### config.mk
export PLATFORM = sky130hd
export DESIGN_NAME = pc_fetch_ctrl
export DESIGN_NICKNAME = d
export VERILOG_FILES = /design/src/rtl/pc_fetch_ctrl.sv
export SDC_FILE = /design/constraint.sdc
export NUM_CORES = 1
export LEC_CHECK = 0
export ABC_AREA = 1
export CAP_MARGIN = 20
export CORE_ASPECT_RATIO = 1.2
export CORE_MARGIN = 2
export CORE_UTILIZATION = 45
export DETAILED_ROUTE_END_ITERATION = 6
export GPL_TIMING_DRIVEN = 0
export PLACE_DENSITY = 0.92
export SYNTH_ARGS = -nofsm -noshare
export SYNTH_HDL_FRONTEND = slang
export SYNTH_SLANG_ARGS = --single-unit
### constraint.sdc
create_clock -name clk -period 1.8 [get_ports clk]
set_input_delay 0.36 -clock clk [delete_from_list [all_inputs] [get_ports clk]]
set_output_delay 0.36 -clock clk [all_outputs]
set_load 0.05 [all_outputs]
### src/rtl/pc_fetch_ctrl.sv
// rtl/pc_fetch_ctrl.sv - program counter with next-PC select and fetch address handshake
module pc_fetch_ctrl #(
  parameter int unsigned         WIDTH          = 16,
  parameter logic [WIDTH-1:0]    RESET_VECTOR   = '0,
  parameter bit                  BUBBLE_ON_LOAD = 1'b1
) (
  input  logic             clk,
  input  logic             rst_n,
  input  logic             clr,
  input  logic             load,
  input  logic [WIDTH-1:0] load_addr,
  input  logic             inc,
  input  logic             fetch_ready,
  output logic             fetch_valid,
  output logic [WIDTH-1:0] pc,
  output logic [WIDTH-1:0] pc_next,
  output logic             wrap,
  output logic [1:0]       state
);

  typedef enum logic [1:0] {
    ST_BOOT   = 2'b00,
    ST_RUN    = 2'b01,
    ST_BUBBLE = 2'b10
  } state_e;

  state_e           state_q, state_d;
  logic [WIDTH-1:0] pc_q, pc_d;
  logic             wrap_q, wrap_d;
  logic             accept;

  // Post-jump target state: a bubble gives the ROM one cycle to settle on the new address.
  localparam state_e LOAD_STATE = BUBBLE_ON_LOAD ? ST_BUBBLE : ST_RUN;

  assign pc_next = pc_q + WIDTH'(1);
  assign accept  = fetch_valid & fetch_ready;

  always_ff @(posedge clk or negedge rst_n) begin
    if (!rst_n) begin
      state_q <= ST_BOOT;
      pc_q    <= RESET_VECTOR;
      wrap_q  <= 1'b0;
    end else begin
      state_q <= state_d;
      pc_q    <= pc_d;
      wrap_q  <= wrap_d;
    end
  end

  always_comb begin
    state_d = ST_BOOT;
    pc_d    = pc_q;
    wrap_d  = 1'b0;
    case (state_q)
      ST_BOOT: begin
        if (clr) begin
          state_d = ST_BOOT;
          pc_d    = RESET_VECTOR;
        end else if (load) begin
          state_d = LOAD_STATE;
          pc_d    = load_addr;
        end else begin
          state_d = ST_RUN;
        end
      end
      ST_RUN: begin
        if (clr) begin
          state_d = ST_BOOT;
          pc_d    = RESET_VECTOR;
        end else if (load) begin
          state_d = LOAD_STATE;
          pc_d    = load_addr;
        end else begin
          state_d = ST_RUN;
          if (inc && accept) begin
            pc_d   = pc_next;
            wrap_d = &pc_q;
          end
        end
      end
      ST_BUBBLE: begin
        if (clr) begin
          state_d = ST_BOOT;
          pc_d    = RESET_VECTOR;
        end else if (load) begin
          state_d = ST_BUBBLE;
          pc_d    = load_addr;
        end else begin
          state_d = ST_RUN;
        end
      end
      default: begin
        state_d = ST_BOOT;
        pc_d    = RESET_VECTOR;
      end
    endcase
  end

  always_comb begin
    fetch_valid = (state_q == ST_RUN);
    pc          = pc_q;
    wrap        = wrap_q;
    state       = state_q;
  end

endmodule

# == After elaboration in Yosys (flattened, before gate mapping) ==
# Index checks and enable logic that the tools add are counted.
# word_totals
ff_bits,19
# classes
add_sub_neg,1
eq_ne,4
muxes,13
bitwise,1
reduce_logical,6
# op_table
operator,n
16-bit 2-to-1 mux,5
16-bit one-hot mux with 2 select lines,1
"16-bit by 1-bit adder with 16-bit output, second input constant",1
16-bit AND reduction,1
2-bit 2-to-1 mux,3
1-bit 2-to-1 mux,4
"4-bit by 3-bit != test with 1-bit output, second input constant",1
"3-bit by 1-bit != test with 1-bit output, second input constant",1
3-bit OR reduction,1
"2-bit by 1-bit == test with 1-bit output, second input constant",1
"2-bit == test, second input constant",1
2-bit zero test,1
2-bit AND reduction,1
2-bit OR reduction,1
1-bit bitwise AND,1
1-bit logical AND,1

# == Logic depth before layout (Yosys ltp) ==
# depth
ltp_word,7
ltp_mapped,10

# == Least setup slack after synthesis ==
# OpenSTA, ideal clock, no wires.
# synth_timing
path_type,register to output
start,register pc_q[0] (netlist: pc[0])
end,output pc_next[15]
arrival_ns,2.025
slack_ns,-0.585
path_stages_with_launch,6
path_buffers,0
cell_sequence,dfrtp_1 > inv_1 > nor2_2 > nand2_2 > o21ai_2 > and2_1
# synth_via
elab_chain_len,1
# synth_lines
element,line_no,rtl
start: declaration,28,"logic [WIDTH-1:0] pc_q, pc_d;"
start signal: assignment,45,pc_q <= pc_d;
16-bit by 1-bit adder with 16-bit output,35,assign pc_next = pc_q + WIDTH'(1);
end: declaration,16,"output logic [WIDTH-1:0] pc_next,"
# No other way between the ends.

# == Final worst setup path ==
# layout_timing
start,register pc_q[6] (netlist: pc[6])
end,output pc_next[14]
# Same word-level chain as after synthesis.

==> Flow_metrics.wiki <==
{| class="wikitable"
! Metric !! Value
|-
| Fraction of layout cells with a size suffix above 1 || 38.3%
|-
| Final period util || 115%
|-
| Routed wire length per instance || 17.7 um
|-
| Post-cts hold buffer count || 0
|-
| Antenna violation net count after detailed routing || 0
|-
| CP Launch Type || register
|-
| Number of cell instances on the worst register-to-register path || 12
|-
| Effective utilization at floorplan || 47.8%
|-
| Number of sinks driven by the clock tree || 19
|-
| Met1 capacity usage during global routing || 32.8%
|-
| Cell type with the highest aggregate area in the netlist || sky130_fd_sc_hd__dfrtp_1
|-
| Final global-route overflow total || 0
|-
| Power per standard cell area || 669 mW/mm^2
|-
| Path class of the lowest-slack min-delay path || register to register
|-
| Longest Clk Path Bufs || 2
|-
| Via density per instance || 5.84
|-
| Number of optimization iterations in the first detailed-route pass || 7
|-
| Hold path cells || 1
|-
| Vias in the first global route || 1849
|-
| Final core utilization || 81.5%
|-
| Total routing usage reported by global routing || 28.1%
|-
| Max H-tree Level || 1
|-
| Number of primary I/O pins || 58
|-
| Height of the die || 69.8 um
|-
| Final nets || 351
|-
| Cell row count || 23
|-
| 1st-iter DRT viols || 170
|-
| Initial antenna violation count || 0
|-
| Required time of the critical path || 1440 ps
|-
| Relative max-transition margin || 35.3%
|-
| Cells after Synth || 233
|-
| Beginning of the worst register-to-register path || pc[6]
|-
| Average cell area after synthesis || 6.96 um^2
|-
| WP data arrival || 1720 ps
|-
| Count of cell types in the netlist || 34
|-
| Wire length of the first global-routing pass || 8870 um
|-
| LEAKAGE || 0.00132 uW
|-
| # Max-Cap Violations || 0
|-
| Final setup skew || 6.97 ps
|-
| Synth area leaders || sky130_fd_sc_hd__dfrtp_1 29%, sky130_fd_sc_hd__nand2_1 17%, sky130_fd_sc_hd__a21oi_1 8.3%, sky130_fd_sc_hd__nor2_1 4.6%, sky130_fd_sc_hd__inv_1 4.2%
|-
| Global placer's final weighted congestion || 0.947
|-
| Met3 GRT Util || 5.22%
|-
| Min-Delay Endpoint || state[1]
|-
| Slew at the pin closest to its max-slew limit || 968 ps
|-
| Violations in the final reports || DRC, setup timing
|-
| Peak supply drop || 0.408 mV
|-
| Clock slew at reported path FFs || 80 ps
|-
| Synth Warn # || 0
|-
| Count of port buffers added during placement || 57
|-
| Number of vias in the routed layout || 2119
|-
| Unrepaired setup endpoints after global routing || yes
|-
| CP Capture Type || output port
|-
| Insertion delay of the later-clocked pin in the worst-skew pair || 280 ps
|-
| Number of antenna diodes || 0
|-
| Most congested layer reported by global routing || met2
|-
| Final setup viols || 15
|-
| HPWL Detailed || 3520 um
|-
| Startpoint of the most critical hold path || state[1]
|-
| Met2 track utilization from global routing || 46.3%
|-
| Register-to-register setup slack || -210 ps
|-
| TritonCTS clock tree || done
|-
| Net count after synthesis || 257
|-
| Upper clock frequency limit || 0.481 GHz
|-
| Run status || complete, but fails checks
|-
| Max Slew Vio Count || 0
|-
| Final Hold Vio Count || 0
|-
| Worst setup path category || register to output port
|-
| Post-layout instance count excluding filler cells || 363
|-
| Syn Std Cell Area || 0.00162 mm^2
|-
| Relative area change from synthesis to final layout || 70.5%
|-
| Number of buffers created by CTS || 3
|-
| Placeable core area || 0.00340 mm^2
|-
| DRC || 5
|-
| Sequential fraction of the synthesis area || 29.3%
|-
| Proportion of netlist area held by the largest area contributor || 29.3%
|-
| Post-route minimum period || 2080 ps
|-
| Critical-path maximum fanout || 4
|-
| Clk root buf || sky130_fd_sc_hd__clkbuf_8
|-
| Worst reg2reg endpoint || pc[14]
|-
| Placed Cells || 327
|-
| Fin worst setup slack || -278 ps
|-
| Maximum number of pins on one net before global-route repair || 20
|-
| Post-synthesis sequential element count || 19
|-
| X dimension of the die || 58.8 um
|-
| Total wire length || 6420 um
|-
| Area enclosed by the die boundary || 0.00410 mm^2
|}
[through the flow]
stage / hold WS [ps] / area [um^2] / worst slack, ps / TNS, ps / total power, uW
2_1_floorplan: 64.4 / 1690 / -137 / -408 / 1080
3_3_place_gp: 491 / 2310 / -608 / -8420 / 1360
3_5_place_dp: 494 / 2310 / -622 / -9170 / 1370
4_1_cts: 503 / 2610 / -238 / -1550 / 1750
5_1_grt: 534 / 2770 / -363 / -3530 / 1900
6_report: 506 / 2770 / -278 / -2890 / 1850
[worst max path at each step]
stage | from | endpoint
3_5_place_dp | pc[0] | pc_next[14]
6_report | pc[6] | pc_next[14]
4_1_cts | pc[0] | pc_next[14]
3_3_place_gp | pc[0] | pc_next[14]
2_1_floorplan | pc[0] | pc[7]
5_1_grt | pc[6] | pc_next[14]
[where the power goes]
group | total, uW | internal (uW) | switching, uW
Sequential | 556 | 474 | 81.6
Clock | 339 | 159 | 180
Combinational | 956 | 365 | 591
Total | 1850 | 998 | 852
[repair_timing]
item | 4_1_cts | 5_1_grt
setup buffers | 17 | 15
setup endpoints to repair | 35 | 26
pin swaps | 17 | 9
gates resized for setup | 162 | 13
[flip-flops by register name (all words and copies together) (netlist names)]
register	cells
wrap	1
state	2
pc	16
[critical path: stages, from the launching register on]
cell and delay, ps:
sky130_fd_sc_hd__dfrtp_2 390, sky130_fd_sc_hd__buf_4 130, sky130_fd_sc_hd__nand2_1 80, sky130_fd_sc_hd__nor2_1 320
sky130_fd_sc_hd__nand3_2 120, sky130_fd_sc_hd__nand2_2 110, sky130_fd_sc_hd__and2_4 150, sky130_fd_sc_hd__buf_8 140
[Yosys cell counts, drive strengths merged]
| cell | n |
|---|---|
| xnor2 | 3 |
| dfrtp | 19 |
| and2 | 5 |
| nand3b | 1 |
| or2 | 1 |
| clkinv | 2 |
| nand2 | 82 |
| nand4 | 3 |
| o21ai | 7 |
| inv | 21 |
| nor4 | 1 |
| a22oi | 2 |
| buf | 2 |
| xor2 | 4 |
| clkbuf | 4 |
| nor2 | 29 |
| a21oi | 29 |
| ha | 2 |
| and3b | 1 |
| nand3 | 15 |
[cells in the final DEF, fill, tap and decap left out, types with 7 or more instances in the layout]
| master | count |
|---|---|
| sky130_fd_sc_hd__a21oi_1 | 27 |
| sky130_fd_sc_hd__buf_4 | 27 |
| sky130_fd_sc_hd__buf_6 | 14 |
| sky130_fd_sc_hd__buf_8 | 7 |
| sky130_fd_sc_hd__clkbuf_8 | 7 |
| sky130_fd_sc_hd__clkdlybuf4s50_1 | 22 |
| sky130_fd_sc_hd__dfrtp_1 | 7 |
| sky130_fd_sc_hd__dfrtp_2 | 11 |
| sky130_fd_sc_hd__dlygate4sd2_1 | 17 |
| sky130_fd_sc_hd__inv_1 | 16 |
| sky130_fd_sc_hd__nand2_1 | 69 |
| sky130_fd_sc_hd__nand2_2 | 10 |
| sky130_fd_sc_hd__nand3_1 | 7 |
| sky130_fd_sc_hd__nor2_1 | 19 |
| sky130_fd_sc_hd__nor2_4 | 7 |
[area by class of cell]
class	count	area, um^2
Buffer	6	73.8
Clock buffer	4	45.0
Fill cell	207	629
Inverter	23	95.1
Multi-Input combinational cell	185	1160
Sequential cell	19	493
Tap cell	37	46.3
Timing Repair Buffer	89	856
[per-layer routing]
layer | up-vias | share of wire [%] | wire [um]
met4 | 0 | 4.0 | 258
met1 | 993 | 36 | 2310
met5 | - | 0 | 0
met2 | 157 | 51 | 3290
met3 | 38 | 8.7 | 558
li1 | 931 | - | -
[cells by family (layout without fill, tap and decap cells)]
logic type / after synthesis / after routing / share of synthesized area (%)
and+or+nand+nor: 138 / 138 / 40.9
AOI/OAI and AO/OA: 38 / 38 / 12.7
buffers and inverters: 29 / 122 / 9.95
DFF: 19 / 19 / 29.3
xor gates and xnor gates: 7 / 7 / 5.63
adders and majority gates: 2 / 2 / 1.54
Note: power is estimated with default switching activity, not from simulation.
